`src/rtl/hall_position_counter_pkg.sv`:
```
// Shared types for the hall-sensor position counter.
// Rotation direction as reported on dir_out.
package hall_position_counter_pkg;

  typedef enum logic [1:0] {
    DIR_NONE = 2'b00,
    DIR_CW   = 2'b01,
    DIR_CCW  = 2'b10
  } rotation_direction_t;

endpackage

```
`src/rtl/hall_position_counter.sv`:
```
// Hall-sensor commutation decoder: synchronizes and debounces the three hall
// lines, tracks sector, counts signed steps, measures step period, flags errors.
module hall_position_counter
  import hall_position_counter_pkg::*;
#(
  parameter int counter_width = 32,
  parameter int filter_cycles = 16,
  parameter int period_width  = 24
) (
  input  logic                     sys_clk,
  input  logic                     reset_n,
  input  logic [2:0]               hall_in,
  input  logic                     load_en,
  input  logic [counter_width-1:0] load_value,
  output logic [counter_width-1:0] encoder_position,
  output logic [2:0]               sector,
  output logic                     sector_valid,
  output rotation_direction_t      dir_out,
  output logic                     step_pulse,
  output logic [period_width-1:0]  step_period,
  output logic                     hall_error,
  output logic [7:0]               error_count
);

  localparam int                    FW         = $clog2(filter_cycles + 1);
  localparam logic [FW-1:0]         FILT_MAX   = FW'(filter_cycles);
  localparam logic [period_width-1:0] PERIOD_MAX = '1;

  // {valid, sector}; 000 and 111 decode as invalid.
  function automatic logic [3:0] decode_hall(input logic [2:0] code);
    case (code)
      3'b001:  return {1'b1, 3'd0};
      3'b011:  return {1'b1, 3'd1};
      3'b010:  return {1'b1, 3'd2};
      3'b110:  return {1'b1, 3'd3};
      3'b100:  return {1'b1, 3'd4};
      3'b101:  return {1'b1, 3'd5};
      default: return 4'b0000;
    endcase
  endfunction

  // Forward distance from from_s to to_s around the six-sector ring.
  function automatic logic [2:0] sector_delta(input logic [2:0] to_s,
                                              input logic [2:0] from_s);
    logic [3:0] d;
    d = {1'b0, to_s} + 4'd6 - {1'b0, from_s};
    if (d >= 4'd6) d = d - 4'd6;
    return d[2:0];
  endfunction

  function automatic logic [7:0] sat_inc8(input logic [7:0] v);
    return (v == 8'hFF) ? v : v + 8'd1;
  endfunction

  function automatic logic [period_width-1:0] sat_inc_period(
      input logic [period_width-1:0] v);
    return (v == PERIOD_MAX) ? v : v + period_width'(1);
  endfunction

  logic [2:0]              hall_sync_p0;
  logic [2:0]              hall_sync_p1;
  logic [2:0]              cand_code;
  logic [FW-1:0]           stable_cnt;
  logic [2:0]              acc_code;
  logic [period_width-1:0] period_cnt;

  logic       accept;
  logic [3:0] new_info;
  logic       new_valid;
  logic [2:0] new_sector;
  logic [2:0] delta;
  logic       is_cw;
  logic       is_ccw;
  logic       is_skip;
  logic       is_inv;
  logic       is_step;

  always_comb begin
    accept     = (stable_cnt == FILT_MAX) && (cand_code != acc_code);
    new_info   = decode_hall(cand_code);
    new_valid  = new_info[3];
    new_sector = new_info[2:0];
    delta      = sector_delta(new_sector, sector);
    is_cw      = accept && new_valid && sector_valid && (delta == 3'd1);
    is_ccw     = accept && new_valid && sector_valid && (delta == 3'd5);
    is_skip    = accept && new_valid && sector_valid &&
                 (delta >= 3'd2) && (delta <= 3'd4);
    is_inv     = accept && !new_valid;
    is_step    = is_cw || is_ccw;
  end

  always_ff @(posedge sys_clk) begin
    if (!reset_n) begin
      hall_sync_p0     <= 3'b000;
      hall_sync_p1     <= 3'b000;
      cand_code        <= 3'b000;
      stable_cnt       <= '0;
      acc_code         <= 3'b000;
      // Period is measured from reset as if a step had occurred there.
      period_cnt       <= period_width'(1);
      encoder_position <= '0;
      sector           <= 3'd0;
      sector_valid     <= 1'b0;
      dir_out          <= DIR_NONE;
      step_pulse       <= 1'b0;
      step_period      <= PERIOD_MAX;
      hall_error       <= 1'b0;
      error_count      <= 8'd0;
    end else begin
      // Stage p0/p1: two-flop synchronizer on the raw hall lines.
      hall_sync_p0 <= hall_in;
      hall_sync_p1 <= hall_sync_p0;

      // Debounce: count how long the synchronized code has held still.
      if (hall_sync_p1 != cand_code) begin
        cand_code  <= hall_sync_p1;
        stable_cnt <= FW'(1);
      end else if (stable_cnt != FILT_MAX) begin
        stable_cnt <= stable_cnt + FW'(1);
      end

      if (accept) acc_code <= cand_code;

      // Output stage: registered sector, step, error and period updates.
      step_pulse <= is_step;
      hall_error <= is_inv || is_skip;
      if (is_inv || is_skip) error_count <= sat_inc8(error_count);

      if (accept && new_valid) begin
        sector       <= new_sector;
        sector_valid <= 1'b1;
      end

      // A preset overrides any step landing on the same cycle.
      if (load_en)     encoder_position <= load_value;
      else if (is_cw)  encoder_position <= encoder_position + counter_width'(1);
      else if (is_ccw) encoder_position <= encoder_position - counter_width'(1);

      if (is_step) begin
        step_period <= period_cnt;
        period_cnt  <= period_width'(1);
        dir_out     <= is_cw ? DIR_CW : DIR_CCW;
      end else if (period_cnt == PERIOD_MAX) begin
        dir_out <= DIR_NONE;
      end else begin
        period_cnt <= sat_inc_period(period_cnt);
      end
    end
  end

endmodule
```
`config.mk`:
```
export PLATFORM = sky130hd
export DESIGN_NAME = hall_position_counter
export DESIGN_NICKNAME = d
export VERILOG_FILES = /design/src/rtl/hall_position_counter_pkg.sv /design/src/rtl/hall_position_counter.sv
export SDC_FILE = /design/constraint.sdc
export NUM_CORES = 1
export LEC_CHECK = 0
export CAP_MARGIN = 20
export CORE_MARGIN = 3
export CORE_UTILIZATION = 38
export CTS_BUF_LIST = sky130_fd_sc_hd__clkbuf_4
export DETAILED_ROUTE_END_ITERATION = 10
export GPL_TIMING_DRIVEN = 0
export SETUP_SLACK_MARGIN = 0.1
export SLEW_MARGIN = 20
export SYNTH_ARGS = -nofsm -noshare
export SYNTH_HDL_FRONTEND = slang
export SYNTH_SLANG_ARGS = --single-unit
```
`constraint.sdc`:
```
create_clock -name sys_clk -period 5.25 [get_ports sys_clk]
set_input_delay 1.05 -clock sys_clk [delete_from_list [all_inputs] [get_ports sys_clk]]
set_output_delay 1.05 -clock sys_clk [all_outputs]
set_load 0.02 [all_outputs]
```
# After elaboration in Yosys (flattened, before gate mapping)
# Cells that the tools add are included.
# Widths: inputs -> output; s select.
word_totals:
  output_inout_bits: 72
  word_cells: 69
  register_bits: 113
  inputBits: 38
classes:
  add_sub_neg: 8
  order_cmp: 3
  n_mux: 10
  bitwise_logic: 2
  n_eq_ne: 14
  n_reduce_logical: 17
ops:
  columns: ["operator", "n"]
  rows:
  - ["$mux 32", 3]
  - ["$add 32x1->32 const B", 1]
  - ["$sub 32x1->32 const B", 1]
  - ["$add 24x1->24 const B", 1]
  - ["$eq 24x24->1 const B", 1]
  - ["$pmux 4 s6", 1]
  - ["$eq 3x3->1 const B", 4]
  - ["$add 8x1->8 const B", 1]
  - ["$eq 8x8->1 const B", 1]
  - ["$logic_and 1x1->1", 8]
  - ["$eq 3x1->1 const B", 2]
  - ["$eq 3x2->1 const B", 2]
  - ["$mux 2", 3]
  - ["$ne 3x3->1", 2]
  - ["$add 5x1->5 const B", 1]
  - ["$eq 5x5->1 const B", 1]
  - ["$ne 5x5->1 const B", 1]
  - ["$add 3x3->4 const B", 1]
  - ["$ge 4x3->1 const B", 1]
  - ["$reduce_bool 2->1", 2]
  - ["$reduce_or 2->1", 2]
  - ["$sub 4x3->4", 1]
  - ["$ge 3x2->1 const B", 1]
  - ["$le 3x3->1 const B", 1]
  - ["other kinds (8)", 11]

# Depth between registers and ports, before layout
# Gate-level depths: netlist (run 1).
depth:
  word_depth: 11
  ltp_mapped: 23
  mapped_depth_nobuf: 22

# Worst setup path before layout (run 1)
# OpenSTA, ideal clock, no wires.
synth_path:
  path_kind: "reg2reg"
  startpoint: "register cand_code[0]"
  endpoint: "register encoder_position[31]"
  period_less_slack_ns: 5.055
  setup_slack_ns: 0.195
  stages_incl_launch_ff: 23
  required_time_ns: 5.176
  path_buffers: 1
  arrival_time_ns: 4.981
  setup_time_ns: 0.074
  cell_sequence: "dfxtp_1 clkbuf_1 inv_1 nand2_1 a31o_2 ha_1 inv_1 ha_1 fa_1 xnor2_1 mux2_2 nand2_1 nor2_2 nand2_1 ha_1 a21o_1 a31o_1 or2_4 a221oi_2 o21ba_2 nor3_1 mux2_4 o22ai_2"
synth_via:
  elab_chain_cells: 10
  word_cells_on_any_way: 23
  classes_between: "3 x add/sub; 1 x order compare; 9 x eq/ne; 4 x mux; 6 x reduce/logical"
synth_rtl:
  columns: ["element", "line", "source"]
  rows:
  - ["start: declaration", "hall_position_counter.sv:62", "logic [2:0] cand_code;"]
  - ["start signal: assignment", "hall_position_counter.sv:116", "cand_code <= hall_sync_p1;"]
  - ["$eq 3x3->1 (tied with other cells)", "hall_position_counter.sv:31", "case (code)"]
  - ["$pmux 4 s6", "hall_position_counter.sv:31", null]
  - ["$add 3x3->4", "hall_position_counter.sv:46", "d = {1'b0, to_s} + 4'd6 - {1'b0, from_s};"]
  - ["$sub 4x3->4", "hall_position_counter.sv:46", null]
  - ["$ge 4x3->1 / $sub 3x3->3 (equally long branches)", "hall_position_counter.sv:47", "if (d >= 4'd6) d = d - 4'd6;"]
  - ["$mux 3", "hall_position_counter.sv:47", null]
  - ["$eq 3x1->1", "hall_position_counter.sv:84", "is_cw = accept && new_valid && sector_valid && (delta == 3'd1);"]
  - ["$logic_and 1x1->1", "hall_position_counter.sv:84", null]
  - ["$mux 32", "hall_position_counter.sv:136", "else if (is_cw) encoder_position <= encoder_position + counter_width'(1);"]
  - ["$mux 32", "hall_position_counter.sv:135", "if (load_en) encoder_position <= load_value;"]
  - ["end signal: assignment", "hall_position_counter.sv:135", null]
  - ["end signal: assignment", "hall_position_counter.sv:136", null]
  - ["end signal: assignment", "hall_position_counter.sv:137", "else if (is_ccw) encoder_position <= encoder_position - counter_width'(1);"]
  - ["end: declaration", "hall_position_counter.sv:15", "output logic [counter_width-1:0] encoder_position,"]
# Parallel ways exist; a longest one is shown, timed or not.
# A chain may end at the register's enable or synchronous reset.

# Final worst setup path (run 1)
layout_path:
  startpoint: "register cand_code[1]"
  endpoint: "register encoder_position[22]"
# The elaborated chain is that of the path after synthesis.

==> results.py, run 1 <==
metrics = {
    "sta": {
        "rsz0062_at_grt": "no",
        "hold_violations": 0,
        "finalSetupViolations": 0,
        "period_minus_slack_ns": 4.911,
        "skew_ns": 0.01711,
        "slew_viol_final": 0,
        "max_freq_mhz": 203.6,
        "period_share_pct": 93.55,
        "slew_headroom_pct": 47.39,
        "worstMarginPinSlew_ns": 0.7891,
    },
    "global_route": {
        "antenna_found_initial": 1,
        "grt-ovfl-total": 0,
        "grt_pass1_vias": 5756,
        "grt_first_pass_wirelength_um": 30840,
        "grt_max_degree": 34,
        "grt_use_total_pct": 21.16,
    },
    "floorplan": {
        "dieArea_sq_um": 18630,
        "initial_core_util_pct": 38.88,
        "die_h_um": 136.5,
        "die_x_um": 136.5,
        "ios": 110,
        "num_rows": 47,
        "core_area_sq_um": 16640,
    },
    "synthesis": {
        "async_reset_ff_share_pct": 0,
        "synth_area_leaders": "dfxtp_1 35%, nand2_1 7.4%, ha_1 7.3%",
        "synth.distinct_cells": 68,
        "synth-seq-area-share_pct": 34.96,
        "synth.avg_cell_area_sq_um": 7.909,
        "synth_top_area_share_pct": 34.96,
        "ys_ff_latch": 113,
        "synth_area_leader_cell": "dfxtp_1",
        "yosysWarnings": 0,
        "synth-main-ff-cell": "dfxtp_1",
        "netlist_instances": 818,
        "syn_area_sq_um": 6470,
        "synth_fp_nets": 896,
        "synth-edff-count": 0,
    },
    "setup_path": {
        "start_kind": "flip-flop",
        "endpoint_kind": "flip-flop",
        "r2r_cells": 21,
        "criticalPathCategory": "flip-flop to flip-flop",
        "crit_path_end": "encoder_position[22]$_SDFFE_PN0P_",
        "r2r_slack_ns": 0.34,
        "worstPathMaxFanout": 17,
        "timing.rr.start": "cand_code[1]$_SDFFE_PN0P_",
        "worst_ep_arrival_time_ns": 5.37,
        "crit-reg2reg-capture": "encoder_position[22]$_SDFFE_PN0P_",
        "cp.required_ns": 5.71,
        "crit_start": "cand_code[1]$_SDFFE_PN0P_",
    },
    "status": {
        "status": "complete, no violations",
    },
    "final_layout": {
        "nNetsFinal": 1028,
        "stdcell_count": 1186,
        "final_area_sq_um": 8227,
        "fin_util_pct": 49.43,
        "drive_above_1_share_pct": 8.411,
        "syn_to_final_growth_pct": 27.15,
    },
    "cts": {
        "cts_tree": "done",
        "cts-root-buf": "clkbuf_4",
        "clk_latency_ns": 0.53,
        "cts.htree.levels": 4,
        "clk_path_buf_depth": 2,
        "ctsHoldBuffers": 0,
        "cts.sinks": 113,
        "cts_buffers": 17,
        "cts.reportedPaths.clkPinSlew_ns": 0.11,
    },
    "placed_design": {
        "postPlaceCellArea_sq_um": 7829,
        "dp_hpwl_um": 14220,
        "gp_congestion": 0.9350,
        "port_buffers": 108,
        "placedCellCount": 1146,
    },
    "pwr": {
        "pwr_density_cell_nw_per_um2": 241.4,
        "leakage_nw": 3.341,
        "total_power_mw": 1.986,
        "peakVddDrop_mv": 0.1244,
    },
    "route": {
        "vias_per_cell": 5.318,
        "drtIter0Drc": 404,
        "drcViolationCount": 0,
        "drt-total-wl_um": 19550,
        "drtAntennaViolNets": 0,
        "num_vias": 6307,
        "dr.pass1.iters": 5,
        "wire_per_inst_um": 16.48,
    },
    "run": {
        "maxCapViolCount": 0,
    },
    "hold_path": {
        "hp-class": "flip-flop to flip-flop",
        "hold_start": "hall_sync_p0[1]$_SDFF_PN0_",
    },
}
==> worst max-delay path, stage by stage (launching register included) <==
cell and delay [ns]:
dfxtp_1 0.31, buf_2 0.19, inv_1 0.09, nand2_1 0.08, a31o_2 0.17, ha_1 0.14
inv_1 0.04, ha_1 0.18, fa_1 0.44, xnor2_2 0.24, mux2_2 0.22, nand2_1 0.09
nor2_4 0.29, nand2_8 0.19, ha_1 0.41, a21oi_1 0.36, o21ai_0 0.15, o31a_1 0.40
o31ai_4 0.31, xnor2_1 0.12, a211o_1 0.31, a21oi_2 0.13
==> flip-flops by register name, summed over array words and instances (netlist names) <==
signal            cells
encoder_position     32
period_cnt           24
step_period          24
error_count           8
stable_cnt            5
acc_code              3
cand_code             3
hall_sync_p0          3
hall_sync_p1          3
sector                3
dir_out               2
hall_error            1
sector_valid          1
step_pulse            1
==> metrics by stage <==
step                TNS (ns)  hold slack, ns  worst slack (ns)
finish                     0          0.4456            0.3388
detailed placement    -5.915          0.4201           -0.4512
global placement      -16.91          0.4208           -0.8962
global route               0          0.4523           0.09177
floorplan                  0          0.4119            0.1952
CTS                        0          0.4414            0.1511
==> how the worst min path moves through the flow <==
stage          depth (start not counted)  slack (ns)                         end
4_1_cts                                1        0.44  hall_sync_p1[2]$_SDFF_PN0_
2_1_floorplan                          1        0.41  hall_sync_p1[0]$_SDFF_PN0_
5_1_grt                                1        0.45  hall_sync_p1[2]$_SDFF_PN0_
3_5_place_dp                           1        0.42  hall_sync_p1[2]$_SDFF_PN0_
3_3_place_gp                           1        0.42  hall_sync_p1[0]$_SDFF_PN0_
6_report                               1        0.45  hall_sync_p1[1]$_SDFF_PN0_
==> layer usage <==
layer	track usage [%]	vias up	routed length (um)
li1	-	3175	-
met1	29.63	2915	9339
met2	32.67	188	8768
met3	4.404	29	1098
met4	6.439	0	341
met5	0	-	0
==> what timing repair did <==
action,in CTS,in global routing
pin swaps,0,5
gates resized for setup,5,13
setup endpoints to repair,25,13
setup buffers,0,5
gates cloned,0,1
==> final cells by class <==
type	instances	area [sq um]
Antenna cell	3	7.507
Buffer	40	172.7
Clock buffer	18	135.1
Clock inverter	14	140.1
Fill cell	1677	8416
Inverter	19	71.32
Multi-Input combinational cell	646	4044
Sequential cell	113	2262
Tap cell	220	275.3
Timing Repair Buffer	113	1119
==> kinds of logic after synthesis <==
logic type               after synthesis  share of synthesized area, %
adder cells (fa/ha/maj)               40                         7.968
buffers and inverters                 60                         3.771
XOR/XNOR                              57                         7.716
multiplexers                           7                         1.180
AO/OA/AOI/OAI                        206                         20.07
flip-flops                           113                         34.96
AND/OR/NAND/NOR                      335                         24.33
==> power by group <==
| group | leakage, nW | switching (mW) | internal, mW |
|---|---|---|---|
| combinational | 2.27 | 0.243 | 0.194 |
| sequential | 0.922 | 0.0235 | 0.880 |
| clock | 0.145 | 0.359 | 0.286 |
==> cells in the final DEF, fill, tap and decap left out, types with 3 or more instances in the layout <==
master / n
o21bai_1: 5
xor2_1: 37
clkbuf_4: 19
inv_1: 19
and3_1: 18
xnor2_1: 19
nor2_1: 69
nand2_1: 127
nand4_1: 17
clkinv_1: 3
nor3_1: 12
o21ai_1: 3
buf_2: 12
buf_4: 6
or3_1: 8
nand3_1: 45
a211oi_1: 4
a21oi_1: 75
o21ai_0: 47
and2_1: 13
o22ai_1: 7
dfxtp_1: 113
a21oi_2: 4
clkdlybuf4s50_1: 108
a31oi_1: 8
nor2b_1: 3
clkinv_4: 3
a311oi_1: 6
ha_1: 37
a21o_1: 14
nand2b_1: 3
mux2i_1: 5
clkbuf_1: 26
diode_2: 3
==> synthesized netlist by cell type, drive strengths merged (3+ instances only) <==
cell type  instances
o22ai              8
and3              18
clkbuf            28
o21ai             51
nand4             18
nand2b             3
nand2            128
buf               13
a21o              14
or3               10
mux2i              5
o31a               3
a211oi             4
nor2              70
xnor2             20
a311oi             6
nor2b              4
ha                38
and2              14
a31o               3
inv               19
nand3             45
nor3              13
dfxtp            113
o21bai             5
a21oi             79
a31oi              9
xor2              37
Power figures use the tool's default switching activity.
==> run 2: changes to the inputs <==
CTS_CLUSTER_SIZE = 12   (was unset)
==> results of run 2 <==
The final DEF is identical to that of run 1; final timing and power are the same.
==> run 3: changes to the inputs <==
ABC_CLOCK_PERIOD_IN_PS = 5250   (was unset)
SETUP_SLACK_MARGIN = 0.05   (was 0.1)
==> run 3 against run 2 <==
Non-clock buffer count fell by 3. Wire length down 0.12%. Global-route usage about the same. Combinational power is 1% lower. Clock power is essentially flat. Critical endpoint is now encoder_position[24]$_SDFFE_PN0P_. Largest power group unchanged.
==> results.py, run 3 (synthesis results as in run 1) <==
metrics = {
    "placed_design": {
        "dp_hpwl_um": 14220,
        "placedCellCount": 1146,
        "gp_congestion": 0.9350,
        "postPlaceCellArea_sq_um": 7829,
        "port_buffers": 108,
    },
    "setup_path": {
        "start_kind": "flip-flop",
        "worstPathMaxFanout": 17,
        "criticalPathCategory": "flip-flop to flip-flop",
        "endpoint_kind": "flip-flop",
        "worst_ep_arrival_time_ns": 5.38,
        "cp.required_ns": 5.68,
    },
    "cts": {
        "clk_path_buf_depth": 2,
        "cts_tree": "done",
        "cts.sinks": 113,
        "cts.htree.levels": 4,
        "ctsHoldBuffers": 0,
        "cts-root-buf": "clkbuf_4",
        "clk_latency_ns": 0.52,
        "cts.reportedPaths.clkPinSlew_ns": 0.11,
        "cts_buffers": 17,
    },
    "global_route": {
        "grt_pass1_vias": 5750,
        "use_met3_pct": 4.404,
        "grt_max_degree": 34,
        "grt_first_pass_wirelength_um": 30840,
        "use_met1_pct": 29.65,
        "antenna_found_initial": 1,
        "grt_busiest_layer": "met2",
        "grt-ovfl-total": 0,
        "met2_usage_pct": 32.67,
        "grt_use_total_pct": 21.17,
    },
    "sta": {
        "holdWs_ns": 0.4416,
        "max_freq_mhz": 202.1,
        "period_share_pct": 94.27,
        "finalSetupViolations": 0,
        "slew_headroom_pct": 46.72,
        "rsz0062_at_grt": "yes",
        "hold_violations": 0,
        "period_minus_slack_ns": 4.949,
        "slew_viol_final": 0,
        "skew_ns": 0.01808,
        "worstMarginPinSlew_ns": 0.7992,
    },
    "floorplan": {
        "die_x_um": 136.5,
        "initial_core_util_pct": 38.88,
        "die_h_um": 136.5,
        "core_area_sq_um": 16640,
        "dieArea_sq_um": 18630,
        "ios": 110,
        "num_rows": 47,
    },
    "final_layout": {
        "final_cell_mix": "127 x nand2_1, 112 x dfxtp_1, 108 x clkdlybuf4s50_1, 75 x a21oi_1, 69 x nor2_1",
        "nNetsFinal": 1025,
        "syn_to_final_growth_pct": 26.59,
        "stdcell_count": 1183,
        "fin_util_pct": 49.21,
        "drive_above_1_share_pct": 7.917,
        "largest_register_ffs": 32,
        "reg_top3": "encoder_position (32), period_cnt (24), step_period (24)",
        "regMostFlops": "encoder_position",
        "final_common_cell": "nand2_1",
        "fillCellCount": 1686,
        "final_area_sq_um": 8190,
    },
    "route": {
        "num_vias": 6295,
        "drt-total-wl_um": 19520,
        "vias_per_cell": 5.321,
        "wire_per_inst_um": 16.50,
        "drtIter0Drc": 410,
        "dr.pass1.iters": 5,
        "drtAntennaViolNets": 0,
        "drcViolationCount": 0,
    },
    "pwr": {
        "peakVddDrop_mv": 0.1254,
        "leakage_nw": 3.327,
        "pwr_density_cell_nw_per_um2": 242.2,
        "total_power_mw": 1.984,
    },
    "status": {
        "status": "complete, no violations",
    },
    "run": {
        "maxCapViolCount": 0,
    },
    "hold_path": {
        "hp-class": "flip-flop to flip-flop",
    },
}
[run 3: layer usage]
metal | vias up | part of all wire (%)
met1 | 2931 | 49
met3 | 24 | 5.1
met5 | - | 0
met2 | 164 | 45
li1 | 3176 | -
met4 | 0 | 1.3
[run 3: area by class of cell]
type / count / area (sq um) / share of cell area (%)
Antenna cell: 3 / 7.507 / 0.09166
Tap cell: 220 / 275.3 / 3.361
Sequential cell: 113 / 2263 / 27.64
Inverter: 19 / 71.32 / 0.8708
Timing Repair Buffer: 111 / 1104 / 13.47
Clock buffer: 18 / 135.1 / 1.650
Clock inverter: 14 / 140.1 / 1.711
Multi-Input combinational cell: 646 / 4029 / 49.19
Buffer: 39 / 165.2 / 2.016
[run 3: where the power goes]
part	total [mW]	switching, mW	leakage (nW)	internal, mW
registers	0.904	0.0240	0.922	0.880
clock network	0.647	0.361	0.145	0.286
logic	0.433	0.242	2.26	0.191
total	1.98	0.627	3.33	1.36
[run 3: path summary, 6_finish.rpt]
path | from | to | slack, ns | cells past startpoint
worst max-delay path | cand_code[1]$_SDFFE_PN0P_ | encoder_position[24]$_SDFFE_PN0P_ | 0.30 | 23
worst min-delay path | hall_sync_p0[2]$_SDFF_PN0_ | hall_sync_p1[2]$_SDFF_PN0_ | 0.44 | 1
worst max register to register | cand_code[1]$_SDFFE_PN0P_ | encoder_position[24]$_SDFFE_PN0P_ | 0.30 | 23
worst min register to register | hall_sync_p0[2]$_SDFF_PN0_ | hall_sync_p1[2]$_SDFF_PN0_ | 0.44 | 1
[run 3: worst max-delay path: stages (launching register included)]
cell and delay [ns]:
dfxtp_1 0.32, buf_2 0.19, inv_1 0.09, nand2_1 0.08
a31o_2 0.17, ha_1 0.14, inv_1 0.04, ha_1 0.18
fa_1 0.44, xnor2_2 0.26, mux2_2 0.38, nand2_1 0.11
nor2_4 0.09, nand2_8 0.16, inv_1 0.08, fa_1 0.42
nor2b_4 0.15, o2111ai_1 0.14, a21oi_2 0.23, a31oi_1 0.23
o31a_1 0.39, nor3_2 0.19, nor4b_1 0.08, a311oi_1 0.28
[run 3: repair_timing]
item | 4_1_cts | 5_1_grt
setup buffers | 0 | 3
cloned | 0 | 1
pin swaps | 0 | 2
endpoints found under the setup margin | 23 | 13
resized for setup | 4 | 7
[run 3: stage by stage]
stage	worst slack, ns	setup TNS [ns]
detailed placement	-0.4512	-5.915
CTS	0.1229	0
global placement	-0.8962	-16.91
floorplan	0.1952	0
global route	-0.005884	-0.005884
finish	0.3010	0
